==> src/rtl/tt_um_emern_frame_sched.sv <==
// Frame-synchronous commit scheduler: stages polygon-slot writes and releases them to the bank only during blanking.
// Optional macro FRAME_SCHED_COALESCE_EN: a write to a slot already pending overwrites that entry in place.
//   state      | meaning
//   WAIT_BLANK | idle, waiting for a blanking rising edge with pending entries
//   DRAIN      | popping the snapshotted entries, one per blank cycle
//   DONE       | drain finished with at least one commit; frame_done follows
module tt_um_emern_frame_sched #(
    parameter int N_POLY = 4,
    parameter int SLOT_W = $clog2(N_POLY),
    parameter int WREC   = 46,
    parameter int DEPTH  = 4
) (
    input  logic                    clk,
    input  logic                    rst,
    input  logic                    wr_valid,
    output logic                    wr_ready,
    input  logic [SLOT_W-1:0]       wr_slot,
    input  logic [WREC-1:0]         wr_data,
    input  logic                    screen_inactive,
    output logic                    commit_valid,
    output logic [SLOT_W-1:0]       commit_slot,
    output logic [WREC-1:0]         commit_data,
    output logic                    frame_done,
    output logic                    irq,
    output logic [$clog2(DEPTH):0]  fifo_count
);
    localparam int PW = $clog2(DEPTH);
    localparam int CW = PW + 1;

    typedef enum logic [1:0] {WAIT_BLANK, DRAIN, DONE} state_t;

    state_t            state, state_nxt;
    logic              blank_q;
    logic [CW-1:0]     snap;
    logic [CW-1:0]     count;
    logic [PW-1:0]     rd_ptr, wr_ptr;
    logic [SLOT_W-1:0] mem_slot [DEPTH];
    logic [WREC-1:0]   mem_data [DEPTH];

    logic blank_rise, full, pop, push_new, coal;

    assign blank_rise = screen_inactive & ~blank_q;
    assign full       = (count == CW'(DEPTH));
    assign pop        = (state == DRAIN) && screen_inactive && (snap != '0);
    assign irq        = !full && (state != DRAIN);
    assign fifo_count = count;

`ifdef FRAME_SCHED_COALESCE_EN
    logic          hit;
    logic [PW-1:0] hit_idx;

    // Later matches overwrite earlier ones so the newest pending entry wins; a head being popped is excluded.
    always_comb begin
        hit     = 1'b0;
        hit_idx = '0;
        for (int k = 0; k < DEPTH; k++) begin
            if (CW'(k) < count) begin
                if ((mem_slot[rd_ptr + PW'(k)] == wr_slot) && !(pop && (k == 0))) begin
                    hit     = 1'b1;
                    hit_idx = rd_ptr + PW'(k);
                end
            end
        end
    end

    assign coal     = wr_valid && hit;
    assign wr_ready = !full || coal;
    assign push_new = wr_valid && !full && !hit;
`else
    assign coal     = 1'b0;
    assign wr_ready = !full;
    assign push_new = wr_valid && !full;
`endif

    always_ff @(posedge clk) begin
        if (rst) begin
            wr_ptr <= '0;
            rd_ptr <= '0;
            count  <= '0;
        end else begin
            if (push_new) begin
                mem_slot[wr_ptr] <= wr_slot;
                mem_data[wr_ptr] <= wr_data;
                wr_ptr           <= wr_ptr + PW'(1);
            end
`ifdef FRAME_SCHED_COALESCE_EN
            if (coal)
                mem_data[hit_idx] <= wr_data;
`endif
            if (pop)
                rd_ptr <= rd_ptr + PW'(1);
            case ({push_new, pop})
                2'b10:   count <= count + CW'(1);
                2'b01:   count <= count - CW'(1);
                default: count <= count;
            endcase
        end
    end

    always_comb begin
        state_nxt = state;
        case (state)
            WAIT_BLANK: if (blank_rise && (count != '0)) state_nxt = DRAIN;
            DRAIN: begin
                if (!screen_inactive)       state_nxt = WAIT_BLANK;
                else if (snap == CW'(1))    state_nxt = DONE;
                else if (snap == '0)        state_nxt = WAIT_BLANK;
            end
            DONE:       state_nxt = WAIT_BLANK;
            default:    state_nxt = WAIT_BLANK;
        endcase
    end

    // blank_q resets high so a reset taken inside blanking cannot fake a rising edge.
    always_ff @(posedge clk) begin
        if (rst) begin
            state        <= WAIT_BLANK;
            blank_q      <= 1'b1;
            snap         <= '0;
            commit_valid <= 1'b0;
            commit_slot  <= '0;
            commit_data  <= '0;
            frame_done   <= 1'b0;
        end else begin
            state        <= state_nxt;
            blank_q      <= screen_inactive;
            commit_valid <= pop;
            frame_done   <= (state == DONE);
            if ((state == WAIT_BLANK) && blank_rise)
                snap <= count;
            else if (pop)
                snap <= snap - CW'(1);
            if (pop) begin
                commit_slot <= mem_slot[rd_ptr];
                commit_data <= mem_data[rd_ptr];
            end
        end
    end

    // coal is consumed only in the coalescing build; keep it referenced in the default build too.
    logic unused_ok;
    assign unused_ok = coal;
endmodule

==> config.mk <==
export PLATFORM = sky130hd
export DESIGN_NAME = tt_um_emern_frame_sched
export DESIGN_NICKNAME = d
export VERILOG_FILES = /design/src/rtl/tt_um_emern_frame_sched.sv
export SDC_FILE = /design/constraint.sdc
export NUM_CORES = 1
export LEC_CHECK = 0
export CAP_MARGIN = 15
export CORE_UTILIZATION = 50
export DETAILED_ROUTE_END_ITERATION = 7
export PLACE_DENSITY_LB_ADDON = 0.3
export SYNTH_ARGS = -nofsm -noshare
export SYNTH_HDL_FRONTEND = slang
export SYNTH_SLANG_ARGS = --single-unit
export TNS_END_PERCENT = 50
==> constraint.sdc <==
create_clock -name clk -period 2.5 [get_ports clk]
set_input_delay 0.625 -clock clk [delete_from_list [all_inputs] [get_ports clk]]
set_output_delay 0.625 -clock clk [all_outputs]
set_load 0.05 [all_outputs]
# Yosys cells after proc, flatten, opt, wreduce, memory -nomap -nowiden

Memories as Yosys holds them, arrays and structs flattened. A register that Yosys moved wholly into a read port is not among the register bits.
Cells that the tools add are included.

Word-level logic and storage cells: 51
Memories kept: 2
Bits in writable memories: 192
Input bits: 52
Register bits after elaboration: 15

Memory list:

| name     | words | width | rd ports | clocked after memory_dff | write ports | line | text |
|---|---|---|---|---|---|---|---|
| mem_data | 4     | 46    | 1        | 1                        | 1           | 38   | `logic [WREC-1:0] mem_data [DEPTH];` |
| mem_slot | 4     | 2     | 1        | 1                        | 1           | 37   | `logic [SLOT_W-1:0] mem_slot [DEPTH];` |

$add $sub $neg: 5
Mux-type cells: 11
Reductions and logical operators: 14
Eq/ne operators: 9
Bitwise gates (word level): 2

Operators with widths:

| cell                                                  | number |
|---|---|
| two-way mux 2 bit                                     | 4 |
| logical AND 1 bit                                     | 6 |
| two-way mux 3 bit                                     | 2 |
| case mux 3 bit (2 select lines)                       | 1 |
| nonzero test 3 bit                                    | 2 |
| subtractor 3 x 1 -> 3 bit, second input constant      | 2 |
| adder 2 x 1 -> 2 bit, second input constant           | 2 |
| equality test 2 x 1 -> 1 bit, second input constant   | 2 |
| equality test 2 bit, second input constant            | 2 |
| inequality test 4 x 2 -> 1 bit, second input constant | 1 |
| case mux 2 bit (2 select lines)                       | 1 |
| nonzero test 2 bit                                    | 2 |
| adder 3 x 1 -> 3 bit, second input constant           | 1 |
| equality test 3 x 1 -> 1 bit, second input constant   | 1 |
| equality test 3 bit, second input constant            | 1 |
| zero test 3 bit                                       | 1 |
| two-way mux 1 bit                                     | 3 |
| zero test 2 bit                                       | 1 |
| inequality test 2 x 1 -> 1 bit, second input constant | 1 |
| inequality test 2 bit, second input constant          | 1 |
| AND reduction 2 bit                                   | 1 |
| AND 1 bit                                             | 1 |
| zero test 1 bit                                       | 1 |
| inverter 1 bit                                        | 1 |

# Logic depth before layout (Yosys ltp)

Gate-level depths: netlist of run 1.

Word-level depth: 6
Mapped depth: 10
Mapped depth without buffers: 10

# Least setup slack after synthesis of run 1

No wires, ideal clock.

Path type: flip-flop to flip-flop
Start point: reg count[2], in the netlist fifo_count[2]
End point: reg count[2], in the netlist fifo_count[2]
Clock period less this slack: 2.796 ns
Setup time: 0.070 ns
Setup slack: -0.296 ns
Cell stages (with the launch flop): 10
Data arrival time: 2.725 ns
Cell sequence: dfxtp_1 > nor3b_1 > inv_1 > nand2_1 > ha_1 > inv_1 > fa_1 > xor2_1 > or3_1 > a21oi_1

Word-level cells in the longest chain between the ends: 5

RTL lines:

| element                                                                      | line | text |
|---|---|---|
| from (decl)                                                                  | 35   | `logic [CW-1:0] count;` |
| from (signal assigned)                                                       | 93   | `2'b10: count <= count + CW'(1);` |
| from (signal assigned)                                                       | 94   | `2'b01: count <= count - CW'(1);` |
| from (signal assigned)                                                       | 95   | `default: count <= count;` |
| equality test 3 bit *                                                        | 43   | `assign full = (count == CW'(DEPTH));` |
| zero test 1 bit *                                                            | -    |  |
| via wr_ready                                                                 | 16   | `output logic wr_ready,` |
| logical AND 1 bit *                                                          | 72   | `assign push_new = wr_valid && !full;` |
| equality test 2 x 1 -> 1 bit / equality test 2 bit (equally long branches)   | 92   | `case ({push_new, pop})` |
| case mux 3 bit (2 select lines) / nonzero test 2 bit (equally long branches) | -    |  |

The timed path passes the listed nets; every way through them passes the cells marked *.
A chain may end at the register's enable or synchronous reset.

# Worst setup path in the final report of run 1

Start point: reg count[0], in the netlist fifo_count[0]
End point: out fifo_count[0]

RTL lines:

| element   | line | text |
|---|---|---|
| to (decl) | 25   | `output logic [$clog2(DEPTH):0] fifo_count` |

No word-level cell between the ends.

==> run_results.csv, run 1 <==
group,metric,value,unit
cells_and_area,final_area,11600,um^2
global_route,grtUsageTotal,18.1,%
cells_and_area,regArea,7030,um^2
setup_path,r2r_start,"snap[0]",
clock_tree,cts_root_buf,"clkbuf_16",
run_status,status,"finished clean",
setup_path,path_buf_inv,1,
placed_design,dp.cells,792,
timing,slew_violations,0,
yosys,synth_warnings,0,
worst_hold_path,holdCritPathClass,"reg2reg",
placed_design,dpl_cell_area,10800,um^2
clock_tree,clkSinkCount,255,
cells_and_area,nets,650,
clock_tree,cts.path.max_buffers,3,
timing,timing.fmax,0.418,GHz
cells_and_area,drive_above_1_share,20.4,%
timing,period_minus_slack,2.39,ns
floorplan,coreArea,18000,um^2
yosys,synth_common_cells,"edfxtp_1 (192), dfxtp_1 (63), a22o_1 (48), mux4_2 (48)",
global_route,grt-ovfl-total,0,
drt,detail_route.wl_per_cell,20.2,um
clock_tree,cts_hold_buf,0,
power_and_ir_drop,leakage,0.00380,uW
drt,dr.pass1.iters,4,
setup_path,critPathLaunchType,"flop",
cells_and_area,fin_util,64.2,%
drt,drc_errors,0,
yosys,ys.flop_type,"edfxtp_1",
yosys,synth-seq-cells,255,
timing,tightest_slew,0.762,ns
yosys,async_flop_share,0,%
timing,hold_slack,0.475,ns
global_route,grt_pass1_wl,27.0,mm
setup_path,max_stage_delay,0.85,ns
yosys,synth_cells,457,
drt,vias_per_cell,5.59,
timing,min_period_over_period,95.8,%
cells_and_area,syn_to_final_growth,25.1,%
clock_tree,clock_latency,0.51,ns
setup_path,slowest_stage,"clkdlybuf4s50_1",
worst_hold_path,holdCritStartpoint,"commit_data[0]",
yosys,synthDistinctLibCells,41,
yosys,syn-num-nets,518,
setup_path,arrival,1.77,ns
cells_and_area,fillers,1232,
floorplan,fp-row-count,49,
setup_path,cp_cell_sequence,"clkdlybuf4s50_1",
floorplan,die_area,19100,um^2
drt,wl,16.9,mm
clock_tree,cts_setup_buffers,0,
timing,timing.final.hold_violations,0,
yosys,synth_seq_area_share,75.9,%
clock_tree,cts_tree,"done",
floorplan,die_x,138,um
cells_and_area,layoutNonFillerInstCount,837,
timing,finalClockSkew,0.0103,ns
setup_path,cp.required,1.88,ns
floorplan,fp.dieH,138,um
clock_tree,clk_pin_slew,0.06,ns
placed_design,gp_congestion,0.810,
floorplan,start_util,51.4,%
setup_path,path_max_fanout,5,
timing,slew_headroom,49.2,%
power_and_ir_drop,peakVddDrop,0.000550,V
global_route,antenna_found_initial,1,
drt,vias,4678,
yosys,netlist.area_leader.share,62.3,%
yosys,avgSynthCellArea,20.3,um^2
global_route,grt_pass1_vias,4960,
clock_tree,h-tree-depth,1,
setup_path,cp_top_family,"buffers and inverters",
drt,drt_iter0_drc,257,
setup_path,cp-end-kind,"primary output",
yosys,syn_area,9260,um^2
drt,postRouteAntennaNets,0,
yosys,yosysMostFrequentCell,"edfxtp_1",
cells_and_area,multi_input_comb_area,2040,um^2
clock_tree,cts_buffers,24,
yosys,yosys-top-cells-area,"edfxtp_1 (62%), dfxtp_1 (14%), mux4_2 (12%)",
power_and_ir_drop,pwr_density_cell,723,nW/um^2
floorplan,io_pins,107,
setup_path,critPathKind,"reg2out",
yosys,yosys.area.top_type,"edfxtp_1",
global_route,grt_max_degree,50,
placed_design,dp_hpwl,10.3,mm
yosys,synth_edf_count,192,
timing,setup_violations,0,
placed_design,portBuffers,106,
setup_path,setup.worst_path.start,"fifo_count[0]",
run,cap_violations,0,
-- layer usage --
metal | wire [um] | vias up | global-route usage, %
li1 | - | 2131 | -
met1 | 7520 | 2387 | 25.4
met2 | 8170 | 137 | 29.6
met3 | 929 | 23 | 3.39
met4 | 280 | 0 | 4.57
met5 | 0 | - | 0
-- worst paths after layout --
kind / to / depth (start not counted) / slack, ns
max: fifo_count[0] / 1 / 0.11
min: commit_data[0] / 1 / 0.48
max reg2reg: fifo_count[2] / 10 / 0.12
min reg2reg: commit_data[0] / 1 / 0.48
-- where the power goes --
part	internal (uW)	switching, uW	leakage [uW]
combinational	175	191	0.00118
sequential	4640	26.1	0.00225
clock	1910	1440	0.000367
-- sequential cells by signal, indices dropped and copies added (netlist names) --
name,cells
commit_data,46
snap,3
state,2
mem_data,184
frame_done,1
wr_ptr,2
commit_valid,1
mem_slot,8
commit_slot,2
rd_ptr,2
fifo_count,3
blank_q,1
-- cell usage in the layout, fill, tap and decap left out, types with 3 or more instances in the layout --
master,instances
inv_1,10
buf_4,12
a21oi_1,7
clkbuf_1,4
o21ai_0,4
a22o_1,48
nor2_1,5
clkbuf_16,25
mux4_2,48
clkdlybuf4s50_1,104
dfxtp_1,60
clkinv_1,6
nand2b_1,5
nor3_1,4
clkinv_2,6
ha_1,7
and2_2,4
clkbuf_8,3
buf_12,15
edfxtp_1,192
-- layout make-up --
class	instances	area share, %
Timing Repair Buffer	132	12.4
Multi-Input combinational cell	166	17.7
Tap cell	229	2.47
Antenna cell	1	0.0216
Sequential cell	255	60.7
Inverter	10	0.324
Clock inverter	12	0.454
Clock buffer	32	5.89
-- stage by stage --
step	setup WS [ns]	TNS (ns)	power, uW
after floorplan	-0.207	-20.06	4910
after global placement	-0.181	-0.181	5100
after detailed placement	-0.297	-0.389	5120
after CTS	0.0695	0	8460
after global routing	-0.00404	-0.00404	8660
final	0.106	0	8370
-- repair_timing --
action | 4_1_cts | 5_1_grt
resized for setup | 1 | 2
pin swaps | 0 | 0
gates cloned | 0 | 0
endpoints found under the setup margin | 1 | 1
-- logic make-up after synthesis --
family,after synthesis,synth area share (%)
compound gates,68,5.93
xor+xnor,2,0.189
fa+ha+maj,9,1.30
buf+inv,36,2.24
flops,255,75.9
mux,49,11.8
simple gates,38,2.64
No activity file was read; power rests on OpenSTA's default activity.
==> run 2, diff against run 1 <==
--- a/config.mk
+++ b/config.mk
@@ -5,10 +5,10 @@
 export SDC_FILE = /design/constraint.sdc
 export NUM_CORES = 1
 export LEC_CHECK = 0
-export CAP_MARGIN = 15
 export CORE_UTILIZATION = 50
 export DETAILED_ROUTE_END_ITERATION = 7
 export PLACE_DENSITY_LB_ADDON = 0.3
+export SKIP_CTS_REPAIR_TIMING = 1
 export SYNTH_ARGS = -nofsm -noshare
 export SYNTH_HDL_FRONTEND = slang
 export SYNTH_SLANG_ARGS = --single-unit
==> run_results.csv, run 2 (synthesis results as in run 1) <==
group,metric,value,unit
run_status,status,"finished clean",
global_route,grt_max_degree,50,
worst_hold_path,holdCritStartpoint,"commit_data[0]",
timing,timing.fmax,0.418,GHz
timing,period_minus_slack,2.39,ns
setup_path,cp.required,1.88,ns
drt,vias_per_cell,5.59,
setup_path,cp_cell_sequence,"clkdlybuf4s50_1",
timing,finalClockSkew,0.0105,ns
drt,drc_errors,0,
setup_path,path_max_fanout,5,
setup_path,r2r_slack,0.12,ns
setup_path,arrival,1.77,ns
clock_tree,clock_latency,0.51,ns
setup_path,cp_top_family,"buffers and inverters",
global_route,grt_pass1_wl,27.0,mm
setup_path,r2r_start,"snap[0]",
floorplan,io_pins,107,
floorplan,die_x,138,um
cells_and_area,final_cell_mix,"edfxtp_1 (192), clkdlybuf4s50_1 (104), dfxtp_1 (60), mux4_2 (48), a22o_1 (48)",
worst_hold_path,holdCritPathClass,"reg2reg",
drt,detail_route.wl_per_cell,20.2,um
clock_tree,cts_root_buf,"clkbuf_16",
setup_path,cp-end-kind,"primary output",
placed_design,dp_hpwl,10.3,mm
timing,setup_violations,0,
global_route,grt_pass1_vias,4960,
clock_tree,clk_pin_slew,0.06,ns
clock_tree,cts_tree,"done",
cells_and_area,largest_register_ffs,184,
floorplan,start_util,51.4,%
power_and_ir_drop,leakage,0.00380,uW
timing,slew_headroom,49.2,%
placed_design,gp_congestion,0.810,
placed_design,dp.cells,792,
run,cap_violations,0,
global_route,use_met2,29.6,%
cells_and_area,regArea,7030,um^2
drt,wl,16.9,mm
cells_and_area,layoutNonFillerInstCount,837,
cells_and_area,nets,650,
clock_tree,cts.path.max_buffers,3,
clock_tree,h-tree-depth,1,
placed_design,portBuffers,106,
floorplan,fp-row-count,49,
cells_and_area,top_regs,"mem_data x184, commit_data x46, mem_slot x8",
setup_path,slowest_stage,"clkdlybuf4s50_1",
global_route,grt-ovfl-total,0,
global_route,met1_usage,25.4,%
timing,min_period_over_period,95.7,%
global_route,grtUsageMet3,3.39,%
setup_path,r2r_end,"fifo_count[2]",
cells_and_area,fillers,1233,
floorplan,fp.dieH,138,um
drt,vias,4675,
setup_path,rr_worst_depth,10,
global_route,grtUsageTotal,18.1,%
setup_path,critPathKind,"reg2out",
drt,drt_iter0_drc,265,
timing,timing.final.hold_violations,0,
cells_and_area,multi_input_comb_area,2040,um^2
worst_hold_path,whs_path_depth,1,
clock_tree,clkSinkCount,255,
cells_and_area,mostFrequentLayoutCell,"edfxtp_1",
timing,slew_violations,0,
cells_and_area,drive_above_1_share,20.4,%
timing,hold_slack,0.475,ns
cells_and_area,top_register,"mem_data",
clock_tree,cts_buffers,24,
setup_path,critPathLaunchType,"flop",
power_and_ir_drop,pwr_density_cell,723,nW/um^2
global_route,antenna_found_initial,1,
global_route,busiest_layer,"met2",
drt,postRouteAntennaNets,0,
floorplan,die_area,19100,um^2
setup_path,max_stage_delay,0.85,ns
power_and_ir_drop,p_total,8380,uW
timing,tightest_slew,0.762,ns
floorplan,coreArea,18000,um^2
cells_and_area,syn_to_final_growth,25.1,%
drt,dr.pass1.iters,4,
setup_path,path_buf_inv,1,
worst_hold_path,hold_end,"commit_data[0]",
power_and_ir_drop,peakVddDrop,0.000551,V
run 2: cell count changes in the layout (fill, tap and decap cells not counted):
| cell | before | now |
|---|---|---|
| dlymetal6s2s_1 | 0 | 1 |
| dlygate4sd2_1 | 1 | 0 |
run 2: routing by layer:
metal  part of all wire, %  vias to the layer above  wire length, um
met5                     0                        -                0
met4                   1.7                        0              280
met3                   5.0                       23              839
met2                    49                      123             8220
met1                    45                     2397             7590
li1                      -                     2132                -
run 2: worst max-delay path by stage:
| stage | startpoint | endpoint | cells past startpoint |
|---|---|---|---|
| 6_report | fifo_count[0] | fifo_count[0] | 1 |
| 5_1_grt | snap[0] | fifo_count[2] | 10 |
| 4_1_cts | fifo_count[0] | irq | 4 |
| 3_5_place_dp | screen_inactive | fifo_count[2] | 9 |
| 3_3_place_gp | screen_inactive | fifo_count[2] | 9 |
| 2_1_floorplan | fifo_count[0] | mem_data[0][0] | 3 |
run 2: cell type report:
cell class              count  share of cell area (%)
diodes                      1                  0.0216
clock buffers              32                    5.89
clock inverters            12                   0.454
inverters                  10                   0.324
multi-input cells         166                    17.7
flip-flops and latches    255                    60.7
well taps                 229                    2.47
repair buffers            132                    12.5
run 2: per-stage QoR:
stage / setup TNS [ns] / worst slack [ns] / util [%] / cell area [um^2]
4_1_cts: -0.196 / -0.196 / 64.2 / 11600
6_report: 0 / 0.107 / 64.3 / 11600
5_1_grt: -0.00404 / -0.00404 / 64.2 / 11600
3_5_place_dp: -0.389 / -0.297 / 60.1 / 10800
3_3_place_gp: -0.181 / -0.181 / 60.1 / 10800
2_1_floorplan: -20.06 / -0.207 / - / 9260
run 2: power breakdown:
part	total, uW	switching, uW	internal (uW)
Clock	3350	1440	1910
Combinational	367	192	176
Sequential	4660	26.1	4640
Total	8380	1660	6720
==> run 3, diff against run 2 <==
==> constraint.sdc (replaced) <==
create_clock -name clk -period 2.1 [get_ports clk]
set_input_delay 0.525 -clock clk [delete_from_list [all_inputs] [get_ports clk]]
set_output_delay 0.525 -clock clk [all_outputs]
set_load 0.05 [all_outputs]
==> run_results.csv, run 3 (synthesis results as in run 1) <==
group,metric,value,unit
timing,timing.fmax,0.468,GHz
worst_hold_path,hold_end,"commit_data[22]",
drt,drc_errors,0,
drt,wl,17.6,mm
setup_path,path_buf_inv,2,
cells_and_area,top_register,"mem_data",
timing,fin_ws,-0.0349,ns
timing,hold_slack,0.471,ns
timing,rsz0062_at_grt,"true",
clock_tree,clock_latency,0.53,ns
setup_path,arrival,2.59,ns
timing,period_minus_slack,2.13,ns
placed_design,portBuffers,106,
setup_path,cp-end-kind,"flop",
floorplan,die_x,138,um
timing,setup_violations,1,
cells_and_area,final_cell_mix,"edfxtp_1 (192), dfxtp_1 (56), clkdlybuf4s50_1 (51), dlymetal6s2s_1 (49)",
placed_design,dp.cells,802,
timing,slew_violations,0,
drt,dr.pass1.iters,5,
clock_tree,clk_pin_slew,0.06,ns
placed_design,gp_congestion,0.823,
cells_and_area,drive_above_1_share,25.1,%
setup_path,r2r_start,"snap[1]",
timing,tightest_slew,0.526,ns
drt,postRouteAntennaNets,0,
setup_path,cp_top_family,"adder cells",
drt,vias_per_cell,5.58,
clock_tree,cts_buffers,26,
power_and_ir_drop,peakVddDrop,0.000658,V
floorplan,io_pins,107,
placed_design,pre_cts_ws,-0.391,ns
setup_path,path_max_fanout,2,
clock_tree,clkSinkCount,255,
worst_hold_path,whs_path_depth,1,
cells_and_area,largest_register_ffs,184,
cells_and_area,mostFrequentLayoutCell,"edfxtp_1",
worst_hold_path,holdCritStartpoint,"commit_data[22]",
setup_path,r2r_end,"fifo_count[2]",
power_and_ir_drop,pwr_density_cell,877,nW/um^2
run_status,status,"finished, violations left",
floorplan,die_area,19100,um^2
clock_tree,cts_root_buf,"clkbuf_16",
cells_and_area,syn_to_final_growth,28.4,%
cells_and_area,fillers,1165,
setup_path,max_stage_delay,0.33,ns
timing,slew_headroom,64.9,%
setup_path,slowest_stage,"dfxtp_2",
cells_and_area,top_regs,"mem_data x184, commit_data x46, mem_slot x8",
cells_and_area,nets,663,
global_route,grt_max_degree,43,
timing,timing.final.hold_violations,0,
clock_tree,cts.path.max_buffers,3,
floorplan,fp.dieH,138,um
setup_path,rr_worst_depth,10,
drt,detail_route.wl_per_cell,20.7,um
timing,finalClockSkew,0.0103,ns
drt,drt_iter0_drc,192,
cells_and_area,diodes,0,
placed_design,dp_hpwl,10.7,mm
drt,vias,4752,
floorplan,fp-row-count,49,
global_route,grt_pass1_wl,27.6,mm
setup_path,cp_cell_sequence,"inv_1 > ha_2 > and2b_2 > nor3_4 > ha_2 > inv_1 > fa_2 > xor2_1 > or3_1 > a21oi_1",
setup_path,critPathKind,"reg2reg",
global_route,grt_pass1_vias,5042,
clock_tree,cts_tree,"done",
setup_path,cp.required,2.56,ns
global_route,grtUsageTotal,18.7,%
global_route,antenna_found_initial,2,
timing,fin_tns_setup,-0.0349,ns
power_and_ir_drop,leakage,0.00482,uW
timing,min_period_over_period,102,%
clock_tree,h-tree-depth,1,
run_status,violations,"negative setup slack",
setup_path,critPathLaunchType,"flop",
floorplan,start_util,51.4,%
floorplan,coreArea,18000,um^2
worst_hold_path,holdCritPathClass,"reg2reg",
cells_and_area,layoutNonFillerInstCount,851,
setup_path,r2r_slack,-0.03,ns
run,cap_violations,0,
cells_and_area,fin_util,66.0,%
global_route,grt-ovfl-total,0,
-- run 3: area by class of cell --
cell class / count / area [um^2] / area share, %
multi-input cells: 166 / 2070 / 17.4
well taps: 229 / 287 / 2.41
inverters: 10 / 37.5 / 0.316
clock buffers: 35 / 694 / 5.84
clock inverters: 13 / 139 / 1.17
flip-flops and latches: 255 / 7040 / 59.2
repair buffers: 143 / 1620 / 13.6
-- run 3: routing by layer --
layer / GRT usage, % / wire [um] / vias to the layer above
met3: 4.12 / 920 / 32
met5: 0 / 27 / -
met4: 5.67 / 348 / 4
met2: 31.5 / 8750 / 133
li1: - / - / 2161
met1: 24.5 / 7550 / 2422
-- run 3: worst max path at each step --
| stage | startpoint | to | slack, ns | cells after the start |
|---|---|---|---|---|
| 4_1_cts | fifo_count[0] | fifo_count[0] | -0.20 | 1 |
| 3_3_place_gp | screen_inactive | fifo_count[2] | -0.32 | 9 |
| 3_5_place_dp | screen_inactive | fifo_count[2] | -0.39 | 9 |
| 2_1_floorplan | snap[0] | fifo_count[2] | -0.07 | 10 |
| 6_report | snap[1] | fifo_count[2] | -0.03 | 10 |
| 5_1_grt | snap[0] | fifo_count[2] | -0.15 | 10 |
-- run 3: where the power goes --
group | total, uW | internal [uW] | switching (uW)
clock | 4420 | 2590 | 1840
combinational | 446 | 216 | 231
sequential | 5560 | 5520 | 34.6
-- run 3: worst reg2reg max path: cells and delay by family, from the launching register on --
family / cells / cell delay [ns]
flops: 1 / 0.33
fa+ha+maj: 3 / 0.71
buf+inv: 2 / 0.11
xor+xnor: 1 / 0.15
simple gates: 3 / 0.65
compound gates: 1 / 0.12
-- run 3: metrics by stage --
| stage | cell area [um^2] | power [uW] |
|---|---|---|
| final | 11900 | 10400 |
| after global placement | 10900 | 6090 |
| after floorplan | 9300 | 5850 |
| after global routing | 11900 | 10800 |
| after CTS | 11800 | 10500 |
| after detailed placement | 10900 | 6110 |
